[config.mk]
export PLATFORM = sky130hd
export DESIGN_NAME = tmc_uart_rx_fifo_flat
export DESIGN_NICKNAME = d
export VERILOG_FILES = /design/src/rtl/tmc_uart_rx_fifo_if.sv /design/src/rtl/tmc_uart_rx_fifo.sv /design/src/flat_wrapper.sv
export SDC_FILE = /design/constraint.sdc
export NUM_CORES = 1
export LEC_CHECK = 0
export ABC_AREA = 0
export BUFFER_PORTS_ARGS = -buffer_cell sky130_fd_sc_hd__buf_4
export CAP_MARGIN = 20
export CORE_MARGIN = 10
export CORE_UTILIZATION = 56
export DETAILED_ROUTE_END_ITERATION = 8
export GPL_ROUTABILITY_DRIVEN = 0
export PLACE_DENSITY = 0.75
export SYNTH_ARGS = -nofsm -noshare
export SYNTH_HDL_FRONTEND = slang
export SYNTH_SLANG_ARGS = --single-unit
[constraint.sdc]
create_clock -name clk_clk -period 2.8 [get_ports clk_clk]
set_clock_uncertainty 0.05 [all_clocks]
set_input_delay 0.14 -clock clk_clk [delete_from_list [all_inputs] [get_ports clk_clk]]
set_output_delay 0.14 -clock clk_clk [all_outputs]
set_load 0.05 [all_outputs]
[src/rtl/tmc_uart_rx_fifo_if.sv]
// Character FIFO handshake between the UART receive front end (master) and the CPU PIO side (slave).
`timescale 1ns/1ps
interface tmc_uart_rx_fifo_if;
  logic [7:0] rx_char;
  logic       rx_fifo_empty;
  logic       rx_fifo_full;
  logic       rx_fifo_read;

  modport master (
    output rx_char,
    output rx_fifo_empty,
    output rx_fifo_full,
    input  rx_fifo_read
  );

  modport slave (
    input  rx_char,
    input  rx_fifo_empty,
    input  rx_fifo_full,
    output rx_fifo_read
  );
endinterface

[src/rtl/tmc_uart_rx_fifo.sv]
// UART receiver (8N1, or 8E1 with TMC_UART_RX_PARITY_EN defined) feeding a first-word fall-through byte FIFO.
`timescale 1ns/1ps
module tmc_uart_rx_fifo #(
  parameter int unsigned CLKS_PER_BIT = 434,
  parameter int unsigned FIFO_AW      = 4
) (
  input  logic                       clk_clk,
  input  logic                       reset_reset,
  input  logic                       rxd,
  tmc_uart_rx_fifo_if.master         fifo_if,
  output logic                       rx_overrun,
  output logic                       frame_err,
  output logic                       parity_err
);

  localparam int unsigned CNT_W   = $clog2(CLKS_PER_BIT);
  localparam int unsigned DEPTH_N = 1 << FIFO_AW;
  localparam logic [CNT_W-1:0]   HALF_M1 = CNT_W'(CLKS_PER_BIT / 2 - 1);
  localparam logic [CNT_W-1:0]   BIT_M1  = CNT_W'(CLKS_PER_BIT - 1);
  localparam logic [FIFO_AW:0]   DEPTH   = {1'b1, {FIFO_AW{1'b0}}};

  localparam logic [2:0] S_IDLE   = 3'd0;
  localparam logic [2:0] S_START  = 3'd1;
  localparam logic [2:0] S_DATA   = 3'd2;
`ifdef TMC_UART_RX_PARITY_EN
  localparam logic [2:0] S_PARITY = 3'd3;
`endif
  localparam logic [2:0] S_STOP   = 3'd4;

  logic               rxd_meta_q, rxd_sync_q, rxd_prev_q;
  logic [2:0]         state_q, state_d;
  logic [CNT_W-1:0]   cnt_q, cnt_d;
  logic [2:0]         bit_q, bit_d;
  logic [7:0]         shift_q, shift_d;
  logic [FIFO_AW-1:0] wr_ptr_q, wr_ptr_d, rd_ptr_q, rd_ptr_d;
  logic [FIFO_AW:0]   count_q, count_d;
  logic               overrun_q, overrun_d;
  logic               frame_err_q, frame_err_d;
  logic [7:0]         mem_q [DEPTH_N];

  logic fall, stop_strobe, frame_good, parity_ok, full, pop, push;

`ifdef TMC_UART_RX_PARITY_EN
  logic par_q, par_d;
  logic parity_err_q, parity_err_d;
  assign parity_ok  = (par_q == ^shift_q);
  assign parity_err = parity_err_q;
`else
  assign parity_ok  = 1'b1;
  assign parity_err = 1'b0;
`endif

  assign fall = rxd_prev_q & ~rxd_sync_q;
  assign full = (count_q == DEPTH);
  assign pop  = fifo_if.rx_fifo_read & (count_q != '0);

  always_comb begin
    state_d     = state_q;
    cnt_d       = cnt_q + 1'b1;
    bit_d       = bit_q;
    shift_d     = shift_q;
    stop_strobe = 1'b0;
`ifdef TMC_UART_RX_PARITY_EN
    par_d       = par_q;
`endif
    case (state_q)
      S_IDLE: begin
        cnt_d = '0;
        if (fall) begin
          bit_d   = '0;
          state_d = S_START;
        end
      end
      S_START: begin
        if (cnt_q == HALF_M1) begin
          cnt_d   = '0;
          bit_d   = '0;
          state_d = rxd_sync_q ? S_IDLE : S_DATA;
        end
      end
      S_DATA: begin
        if (cnt_q == BIT_M1) begin
          cnt_d   = '0;
          shift_d = {rxd_sync_q, shift_q[7:1]};
          bit_d   = bit_q + 1'b1;
          if (bit_q == 3'd7) begin
`ifdef TMC_UART_RX_PARITY_EN
            state_d = S_PARITY;
`else
            state_d = S_STOP;
`endif
          end
        end
      end
`ifdef TMC_UART_RX_PARITY_EN
      S_PARITY: begin
        if (cnt_q == BIT_M1) begin
          cnt_d   = '0;
          par_d   = rxd_sync_q;
          state_d = S_STOP;
        end
      end
`endif
      S_STOP: begin
        if (cnt_q == BIT_M1) begin
          cnt_d       = '0;
          stop_strobe = 1'b1;
          state_d     = S_IDLE;
        end
      end
      default: begin
        cnt_d   = '0;
        state_d = S_IDLE;
      end
    endcase
  end

  // A pop in the same cycle frees the slot, so a full FIFO still accepts the byte.
  always_comb begin
    frame_good  = stop_strobe & rxd_sync_q;
    push        = frame_good & parity_ok & (~full | pop);
    overrun_d   = frame_good & parity_ok & full & ~pop;
    frame_err_d = stop_strobe & ~rxd_sync_q;
`ifdef TMC_UART_RX_PARITY_EN
    parity_err_d = frame_good & ~parity_ok;
`endif
    wr_ptr_d = push ? wr_ptr_q + 1'b1 : wr_ptr_q;
    rd_ptr_d = pop  ? rd_ptr_q + 1'b1 : rd_ptr_q;
    count_d  = count_q;
    if (push && !pop)      count_d = count_q + 1'b1;
    else if (!push && pop) count_d = count_q - 1'b1;
  end

  always_ff @(posedge clk_clk) begin
    if (reset_reset) begin
      rxd_meta_q  <= 1'b1;
      rxd_sync_q  <= 1'b1;
      rxd_prev_q  <= 1'b1;
      state_q     <= S_IDLE;
      cnt_q       <= '0;
      bit_q       <= '0;
      shift_q     <= '0;
      wr_ptr_q    <= '0;
      rd_ptr_q    <= '0;
      count_q     <= '0;
      overrun_q   <= 1'b0;
      frame_err_q <= 1'b0;
`ifdef TMC_UART_RX_PARITY_EN
      par_q        <= 1'b0;
      parity_err_q <= 1'b0;
`endif
    end else begin
      rxd_meta_q  <= rxd;
      rxd_sync_q  <= rxd_meta_q;
      rxd_prev_q  <= rxd_sync_q;
      state_q     <= state_d;
      cnt_q       <= cnt_d;
      bit_q       <= bit_d;
      shift_q     <= shift_d;
      wr_ptr_q    <= wr_ptr_d;
      rd_ptr_q    <= rd_ptr_d;
      count_q     <= count_d;
      overrun_q   <= overrun_d;
      frame_err_q <= frame_err_d;
`ifdef TMC_UART_RX_PARITY_EN
      par_q        <= par_d;
      parity_err_q <= parity_err_d;
`endif
    end
  end

  always_ff @(posedge clk_clk) begin
    if (push) mem_q[wr_ptr_q] <= shift_q;
  end

  assign fifo_if.rx_fifo_empty = (count_q == '0);
  assign fifo_if.rx_fifo_full  = full;
  assign fifo_if.rx_char       = (count_q == '0) ? 8'h00 : mem_q[rd_ptr_q];
  assign rx_overrun            = overrun_q;
  assign frame_err             = frame_err_q;

endmodule

[src/flat_wrapper.sv]
// flat-port wrapper written by rule: the top's interface ports become plain ports
module tmc_uart_rx_fifo_flat 
#(
  parameter int unsigned CLKS_PER_BIT = 434,
  parameter int unsigned FIFO_AW      = 4
)
  (clk_clk, reset_reset, rxd, rx_overrun, frame_err, parity_err, fifo_if_rx_char, fifo_if_rx_fifo_empty, fifo_if_rx_fifo_full, fifo_if_rx_fifo_read);
  tmc_uart_rx_fifo_if fifo_if_i ();
  input  logic clk_clk;
  input  logic reset_reset;
  input  logic rxd;
  output logic rx_overrun;
  output logic frame_err;
  output logic parity_err;
  output wire logic [$bits(fifo_if_i.rx_char)-1:0] fifo_if_rx_char;
  output wire logic [$bits(fifo_if_i.rx_fifo_empty)-1:0] fifo_if_rx_fifo_empty;
  output wire logic [$bits(fifo_if_i.rx_fifo_full)-1:0] fifo_if_rx_fifo_full;
  input wire logic [$bits(fifo_if_i.rx_fifo_read)-1:0] fifo_if_rx_fifo_read;
  assign fifo_if_rx_char = fifo_if_i.rx_char;
  assign fifo_if_rx_fifo_empty = fifo_if_i.rx_fifo_empty;
  assign fifo_if_rx_fifo_full = fifo_if_i.rx_fifo_full;
  assign fifo_if_i.rx_fifo_read = fifo_if_rx_fifo_read;
  tmc_uart_rx_fifo #(.CLKS_PER_BIT(CLKS_PER_BIT), .FIFO_AW(FIFO_AW)) u_core (.clk_clk(clk_clk), .reset_reset(reset_reset), .rxd(rxd), .fifo_if(fifo_if_i), .rx_overrun(rx_overrun), .frame_err(frame_err), .parity_err(parity_err));
endmodule
==> results of run 1 <==
## logic make-up (layout without fill, tap and decap cells)
| group | count (synthesis) | count (layout) |
|---|---|---|
| flip-flops | 173 | 173 |
| AND/OR/NAND/NOR | 128 | 128 |
| multiplexers | 51 | 51 |
| AO/OA/AOI/OAI | 39 | 39 |
| buffers and inverters | 35 | 94 |
| adder cells (fa/ha/maj) | 16 | 16 |
| XOR/XNOR | 16 | 16 |
| other | 1 | 1 |
## cell usage after synthesis, drive strengths merged
| master | n | area, um^2 |
|---|---|---|
| buf | 9 | 51.3 |
| or4 | 1 | 11.3 |
| and4bb | 1 | 16.3 |
| a32oi | 1 | 8.76 |
| nand2b | 8 | 50.1 |
| mux2 | 1 | 11.3 |
| conb | 1 | 3.75 |
| or2 | 3 | 18.8 |
| nand3 | 20 | 105 |
| o22ai | 8 | 50.1 |
| a41o | 1 | 10.0 |
| nor2b | 2 | 12.5 |
| nand2 | 22 | 82.6 |
| ha | 15 | 188 |
| and4 | 1 | 8.76 |
| o21ai | 4 | 20.0 |
| nor3 | 8 | 40.0 |
| and2 | 3 | 21.3 |
| a21oi | 20 | 100 |
| a311oi | 1 | 8.76 |
| nor2 | 49 | 186 |
| nor3b | 2 | 20.0 |
| nor4bb | 1 | 10.0 |
| nand4 | 1 | 6.26 |
| a211oi | 1 | 7.51 |
| and4b | 2 | 20.0 |
| fa | 1 | 20.0 |
| o32a | 1 | 22.5 |
| edfxtp | 128 | 3840 |
| a21o | 2 | 15.0 |
| mux4 | 32 | 721 |
| clkbuf | 14 | 52.6 |
| dfxtp | 45 | 901 |
| or3 | 2 | 12.5 |
| mux2i | 18 | 180 |
| xor2 | 9 | 78.8 |
| xnor2 | 7 | 61.3 |
| and3 | 2 | 12.5 |
| inv | 12 | 45.0 |
## state kept, by name (all words and copies together) (netlist names), named ones only
name / cells
u_core.mem_q: 128
u_core.cnt_q: 9
u_core.shift_q: 8
u_core.count_q: 5
u_core.rd_ptr_q: 4
u_core.wr_ptr_q: 4
u_core.bit_q: 3
u_core.state_q: 3
u_core.frame_err: 1
u_core.rx_overrun: 1
u_core.rxd_meta_q: 1
u_core.rxd_prev_q: 1
u_core.rxd_sync_q: 1
## stage by stage
step	TNS [ps]	power (mW)	utilization, %	cells
after detailed placement	-14.1	4.23	61.9	652
after global placement	0	4.21	61.9	652
final	0	6.39	67.0	686
after floorplan	0	3.86	-	459
after CTS	0	6.43	66.6	685
after global routing	-3.31	6.64	67.0	686
## cell type report
type	instances	area, um^2
clock inverters	12	121
multi-input cells	251	2190
flip-flops and latches	173	4750
fillers	846	4020
repair buffers	51	398
clock buffers	19	433
well taps	168	210
inverters	12	45.0
## what timing repair did
action,CTS,global route
hold endpoints to repair,1,0
pin swaps,2,5
buffers inserted,1,1
setup endpoints to repair,1,1
gates resized for setup,1,9
hold buffers,1,0
## critical path, stage by stage (launching register included)
cell	delay [ps]
sky130_fd_sc_hd__dfxtp_1	310
sky130_fd_sc_hd__or4_4	570
sky130_fd_sc_hd__nor3_4	200
sky130_fd_sc_hd__nor2_2	70
sky130_fd_sc_hd__ha_2	190
sky130_fd_sc_hd__buf_4	140
sky130_fd_sc_hd__fa_2	340
sky130_fd_sc_hd__inv_1	70
sky130_fd_sc_hd__a21o_1	110
sky130_fd_sc_hd__a21oi_2	50
sky130_fd_sc_hd__mux2i_1	150
sky130_fd_sc_hd__mux2_2	340
## worst min-delay path by stage
stage	to	slack (ps)	depth (start not counted)
finish	flip-flop	20	3
global route	u_core.rd_ptr_q[1]	40	3
CTS	flip-flop	10	3
detailed placement	u_core.rxd_meta_q	280	2
global placement	u_core.rxd_meta_q	280	2
floorplan	u_core.rxd_meta_q	190	1
## metal layers
| metal | up-vias | part of all wire, % |
|---|---|---|
| met1 | 1923 | 42 |
| li1 | 1822 | - |
| met3 | 12 | 5.6 |
| met4 | 0 | 1.2 |
| met5 | - | 0 |
| met2 | 102 | 52 |
## power by group
group	switching, mW	internal [mW]
Sequential	0.0314	2.76
Clock	0.896	1.30
Combinational	0.808	0.594
Total	1.74	4.65
==> out/qor.txt, run 1 <==
OUTCOME
----------------------------------------------------------------------------------
Outcome                                                               complete, no violations

GLOBAL ROUTING
----------------------------------------------------------------------------------
Met3 Usage GRT                                                               4.27%
Met1 Use GR                                                                  19.7%
Gr busiest metal                                                              met2
Global-route wire length before repair                                    21200 um
Initial antenna violation count                                                  0
Grt met2 use                                                                 25.5%
Pin count of the biggest net entering global routing                            36
Total track usage                                                            15.6%
Final global-route overflow total                                                0
Vias in the first global route                                                3981

SYNTHESIS
----------------------------------------------------------------------------------
Net count after synthesis                                                      479
Post-synth design cell area                                              7030 um^2
Fraction of the yosys area taken by sequential cells                         67.4%
Dominant combinational cell family by area after synthesis            multiplexers
Synth unique cells                                                              47
Share of synthesized area spent on multiplexers                              13.0%
Adder-cell share of the synthesized area                                     2.95%
Post-synthesis instance total                                                  459
Count of yosys warnings during synthesis                                         0
Share of the synthesized netlist area taken by xor and xnor gates            1.99%
Post-synthesis area per instance                                         15.3 um^2
Register bit total from synthesis                                              173
Area share of and/or/nand/nor cells after synthesis                          9.02%
Complex-gate fraction of the synthesized area                                3.45%

FLOORPLANNING
----------------------------------------------------------------------------------
Die Wd                                                                      132 um
Die area                                                                17400 um^2
Core footprint                                                          12200 um^2
Initial cell density of the core                                             57.8%
Placement row count                                                             40
Die Ht                                                                      132 um
Io pins                                                                         17

FINAL LAYOUT
----------------------------------------------------------------------------------
Number of nets in the finished design                                          526
Ant. Diodes                                                                      0
Most common library cell in the layout ignoring fill and taps         sky130_fd_sc_hd__edfxtp_1
Commonest cells after routing, fill and taps aside                    128 x sky130_fd_sc_hd__edfxtp_1, 49 x sky130_fd_sc_hd__buf_4, 48 x sky130_fd_sc_hd__nor2_1
Final standard cell area without fillers                                 8140 um^2
Share of final-layout standard cells stronger than drive strength 1          25.5%
Area growth from synthesis to layout                                         15.8%

DRT
----------------------------------------------------------------------------------
Avg WL per Cell                                                            19.0 um
Total number of vias                                                          3859
Iteration-0 DRC count of the detailed router                                   307
Drt first pass iters                                                             4
Post-route DRC violation count                                                   0
Drt via density                                                               5.63
Number of antenna-violating nets in the routed design                            0
Total length of routed wires                                              13000 um

WORST SETUP PATH
----------------------------------------------------------------------------------
Arrival time worst endpoint                                                2940 ps
Endpoint required time on the critical path                                3050 ps
Startpoint of the worst setup timing path                             u_core.count_q[1]
Highest net fanout along the worst path                                          4
Reg2Reg Capture Point                                                 u_core.count_q[4]
CP endpoint                                                           u_core.count_q[4]
Reg-to-reg slack, setup                                                     110 ps
Number of cells traversed by the worst register-to-register path                11
Startpoint type of the worst setup path                                  flip-flop
Crit path capture type                                                   flip-flop
Beginning of the worst register-to-register path                      u_core.count_q[1]
Path type of the worst setup path                                     flip-flop to flip-flop

PLACED DESIGN
----------------------------------------------------------------------------------
Total of buffers placed on input and output ports                               15
Placed cell area                                                         7530 um^2
Post-placement setup slack                                                -14.1 ps
Half-perimeter wire length after placement                                 8430 um

PWR
----------------------------------------------------------------------------------
Peak VDD IR                                                               0.609 mV
Power Dens Cells                                                       785 nW/um^2
Leakage power figure                                                       2.77 nW

TIMING
----------------------------------------------------------------------------------
Setup slack after layout                                                    113 ps
Ratio of final minimum period to clock period                                96.0%
Max-Slew Margin vs Limit                                                     52.3%
Upper clock frequency limit                                                372 MHz
Hold violation count in the final report                                         0
Setup Viol. Count Final                                                          0
Post-Route Hold Slack                                                      24.5 ps
Minimum clock period                                                       2690 ps
Transition time at the pin with the least slew margin                       715 ps
Final slew viol count                                                            0

WORST HOLD PATH
----------------------------------------------------------------------------------
Worst min-delay path startpoint                                       fifo_if_rx_fifo_read
HP Class                                                              input port to flip-flop

CLOCK TREE
----------------------------------------------------------------------------------
Master cell of the clock root buffer                                  sky130_fd_sc_hd__clkbuf_16
Clock-pin slew on the worst setup and hold paths                             60 ps
Clock sink count                                                               173
Worst skew pair latency                                                     410 ps
Number of CTS-inserted buffers                                                  17
Clock tree from TritonCTS                                                    built
Depth of the CTS H-tree                                                          4
Buffer depth of the longest clock path                                           2

RUN
----------------------------------------------------------------------------------
Total of max-cap violations                                                      0

Power figures use the tool's default switching activity.
==> run 2: changes to the inputs <==
--- a/config.mk
+++ b/config.mk
@@ -13,6 +13,7 @@
 export DETAILED_ROUTE_END_ITERATION = 8
 export GPL_ROUTABILITY_DRIVEN = 0
 export PLACE_DENSITY = 0.75
+export RECOVER_POWER = 50
 export SYNTH_ARGS = -nofsm -noshare
 export SYNTH_HDL_FRONTEND = slang
 export SYNTH_SLANG_ARGS = --single-unit
==> out/qor.txt, run 2 (synthesis gave the netlist of run 1 again) <==
TIMING
----------------------------------------------------------------------------------
Final slew viol count                                                            0   unchanged
Max-Slew Margin vs Limit                                                     51.8%   was 52.3%
Post-Route Hold Slack                                                      23.8 ps   was 24.5 ps
Setup TNS                                                                     0 ps   unchanged
Minimum clock period                                                       2690 ps   about the same
Ratio of final minimum period to clock period                                96.0%   about the same
Setup Viol. Count Final                                                          0   unchanged
Hold violation count in the final report                                         0   unchanged
Transition time at the pin with the least slew margin                       722 ps   was 715 ps
Upper clock frequency limit                                                372 MHz   about the same
Setup slack after layout                                                    113 ps   about the same

PLACED DESIGN
----------------------------------------------------------------------------------
Placed cell area                                                         7530 um^2   unchanged
Half-perimeter wire length after placement                                 8430 um   unchanged
Total of buffers placed on input and output ports                               15   unchanged
Post-placement setup slack                                                -14.1 ps   unchanged

CLOCK TREE
----------------------------------------------------------------------------------
Buffer depth of the longest clock path                                           2   unchanged
Number of CTS-inserted buffers                                                  17   unchanged
Worst skew pair latency                                                     410 ps   about the same
Master cell of the clock root buffer                                  sky130_fd_sc_hd__clkbuf_16   unchanged
Clock tree from TritonCTS                                                    built   unchanged
Depth of the CTS H-tree                                                          4   unchanged
Clock sink count                                                               173   unchanged
Clock-pin slew on the worst setup and hold paths                             60 ps   about the same

WORST SETUP PATH
----------------------------------------------------------------------------------
Highest net fanout along the worst path                                          4   unchanged
Reg-to-reg slack, setup                                                     110 ps   about the same
Arrival time worst endpoint                                                2940 ps   about the same
Reg2Reg Capture Point                                                 u_core.count_q[4]   unchanged
Beginning of the worst register-to-register path                      u_core.count_q[1]   unchanged
Crit path capture type                                                   flip-flop   unchanged
Number of cells traversed by the worst register-to-register path                11   unchanged
Endpoint required time on the critical path                                3050 ps   about the same
Path type of the worst setup path                                     flip-flop to flip-flop   unchanged
Startpoint type of the worst setup path                                  flip-flop   unchanged

FLOORPLANNING
----------------------------------------------------------------------------------
Die Wd                                                                      132 um   unchanged
Die area                                                                17400 um^2   unchanged
Core footprint                                                          12200 um^2   unchanged
Die Ht                                                                      132 um   unchanged
Io pins                                                                         17   unchanged
Initial cell density of the core                                             57.8%   unchanged
Placement row count                                                             40   unchanged

FINAL LAYOUT
----------------------------------------------------------------------------------
Number of nets in the finished design                                          526   unchanged
Commonest cells after routing, fill and taps aside                    128 x sky130_fd_sc_hd__edfxtp_1, 48 x sky130_fd_sc_hd__nor2_1, 46 x sky130_fd_sc_hd__buf_4   was 128 x sky130_fd_sc_hd__edfxtp_1, 49 x sky130_fd_sc_hd__buf_4, 48 x sky130_fd_sc_hd__nor2_1
Area growth from synthesis to layout                                         15.7%   was 15.8%
Ant. Diodes                                                                      0   unchanged
Final standard cell area without fillers                                 8140 um^2   about the same
Total area of multi-input combinational cells                            2190 um^2   unchanged
Largest Register                                                      u_core.mem_q   unchanged
Final core utilization                                                       66.9%   was 67.0%
Area of all sequential standard cells                                    4750 um^2   unchanged
Top flop regs                                                         u_core.mem_q: 128 flops, u_core.cnt_q: 9 flops, u_core.shift_q: 8 flops   unchanged
Share of final-layout standard cells stronger than drive strength 1          25.1%   was 25.5%
Most common library cell in the layout ignoring fill and taps         sky130_fd_sc_hd__edfxtp_1   unchanged
Total of fill cells in the finished design                                     847   was 846
Flip-flop count of the largest register after layout                           128   unchanged

PWR
----------------------------------------------------------------------------------
Leakage power figure                                                       2.76 nW   was 2.77 nW
Peak VDD IR                                                               0.606 mV   was 0.609 mV
Power Dens Cells                                                       786 nW/um^2   was 785 nW/um^2

WORST HOLD PATH
----------------------------------------------------------------------------------
Hold Crit Depth                                                                  3   unchanged
HP Class                                                              input port to flip-flop   unchanged
Worst min-delay path startpoint                                       fifo_if_rx_fifo_read   unchanged

GLOBAL ROUTING
----------------------------------------------------------------------------------
Vias in the first global route                                                3981   unchanged
Global-route wire length before repair                                    21200 um   unchanged
Final global-route overflow total                                                0   unchanged
Total track usage                                                            15.6%   unchanged
Pin count of the biggest net entering global routing                            36   unchanged
Initial antenna violation count                                                  0   unchanged

DRT
----------------------------------------------------------------------------------
Iteration-0 DRC count of the detailed router                                   298   was 307
Drt first pass iters                                                             5   was 4
Avg WL per Cell                                                            19.0 um   about the same
Number of antenna-violating nets in the routed design                            0   unchanged
Total number of vias                                                          3844   was 3859
Drt via density                                                               5.60   was 5.63
Post-route DRC violation count                                                   0   unchanged
Total length of routed wires                                              13100 um   was 13000 um

RUN
----------------------------------------------------------------------------------
Total of max-cap violations                                                      0   unchanged

OUTCOME
----------------------------------------------------------------------------------
Outcome                                                               complete, no violations   unchanged

==> run 2: cell types whose count changed in the layout (fill, tap and decap cells not counted), sizes merged <==
| cell | delta |
|---|---|
| buf | -3 |
| clkbuf | +3 |
==> run 2: timing repair <==
| action | CTS | global route |
|---|---|---|
| hold endpoints to repair | 1 | 0 |
| setup buffers | 1 | 1 |
| resized for setup | 1 | 9 |
| setup endpoints to repair | 1 | 1 |
| pin swaps | 2 | 5 |
| hold buffers | 1 | 0 |
==> run 2: layer usage <==
metal  up-vias  wire (um)  share of wire (%)  GRT usage (%)
met1      1920       5540                 42           19.7
met4         0        159                1.2           4.94
li1       1820          -                  -              -
met2        92       6720                 51           25.5
met3        12        645                4.9           4.27
met5         -          0                  0              0
==> run 2: final cells by class <==
type                    instances  area share (%)
clock buffers                  19            5.32
clock inverters                12            1.49
inverters                      12           0.554
multi-input cells             251            26.9
flip-flops and latches        173            58.4
well taps                     168            2.58
repair buffers                 51            4.80
==> run 2: metrics by stage <==
| stage | cells | power [mW] |
|---|---|---|
| floorplan | 459 | 3.86 |
| finish | 686 | 6.39 |
| global route | 686 | 6.64 |
| global placement | 652 | 4.21 |
| detailed placement | 652 | 4.23 |
| CTS | 685 | 6.43 |
==> run 2: power breakdown <==
group,total (mW),switching [mW],leakage [nW],internal [mW]
Sequential,2.79,0.0315,1.55,2.76
Clock,2.20,0.899,0.272,1.30
Combinational,1.40,0.807,0.933,0.594
==> run 2: worst max-delay path, cell delays in order (launching register included) <==
cell and delay [ps]:
sky130_fd_sc_hd__dfxtp_1 310, sky130_fd_sc_hd__or4_4 570, sky130_fd_sc_hd__nor3_4 200, sky130_fd_sc_hd__nor2_2 70, sky130_fd_sc_hd__ha_2 190, sky130_fd_sc_hd__buf_4 140
sky130_fd_sc_hd__fa_2 340, sky130_fd_sc_hd__inv_1 70, sky130_fd_sc_hd__a21o_1 110, sky130_fd_sc_hd__a21oi_2 50, sky130_fd_sc_hd__mux2i_1 150, sky130_fd_sc_hd__mux2_2 340
==> run 2: worst max path at each step <==
stage | endpoint | slack, ps | cells after the start | startpoint
2_1_floorplan | u_core.count_q[4] | 40 | 10 | u_core.count_q[0]
3_3_place_gp | u_core.count_q[4] | 90 | 13 | u_core.cnt_q[1]
3_5_place_dp | u_core.count_q[4] | -10 | 13 | u_core.cnt_q[1]
4_1_cts | u_core.count_q[4] | 20 | 13 | u_core.cnt_q[1]
5_1_grt | u_core.count_q[4] | -3 | 13 | u_core.cnt_q[1]
6_report | u_core.count_q[4] | 110 | 11 | u_core.count_q[1]
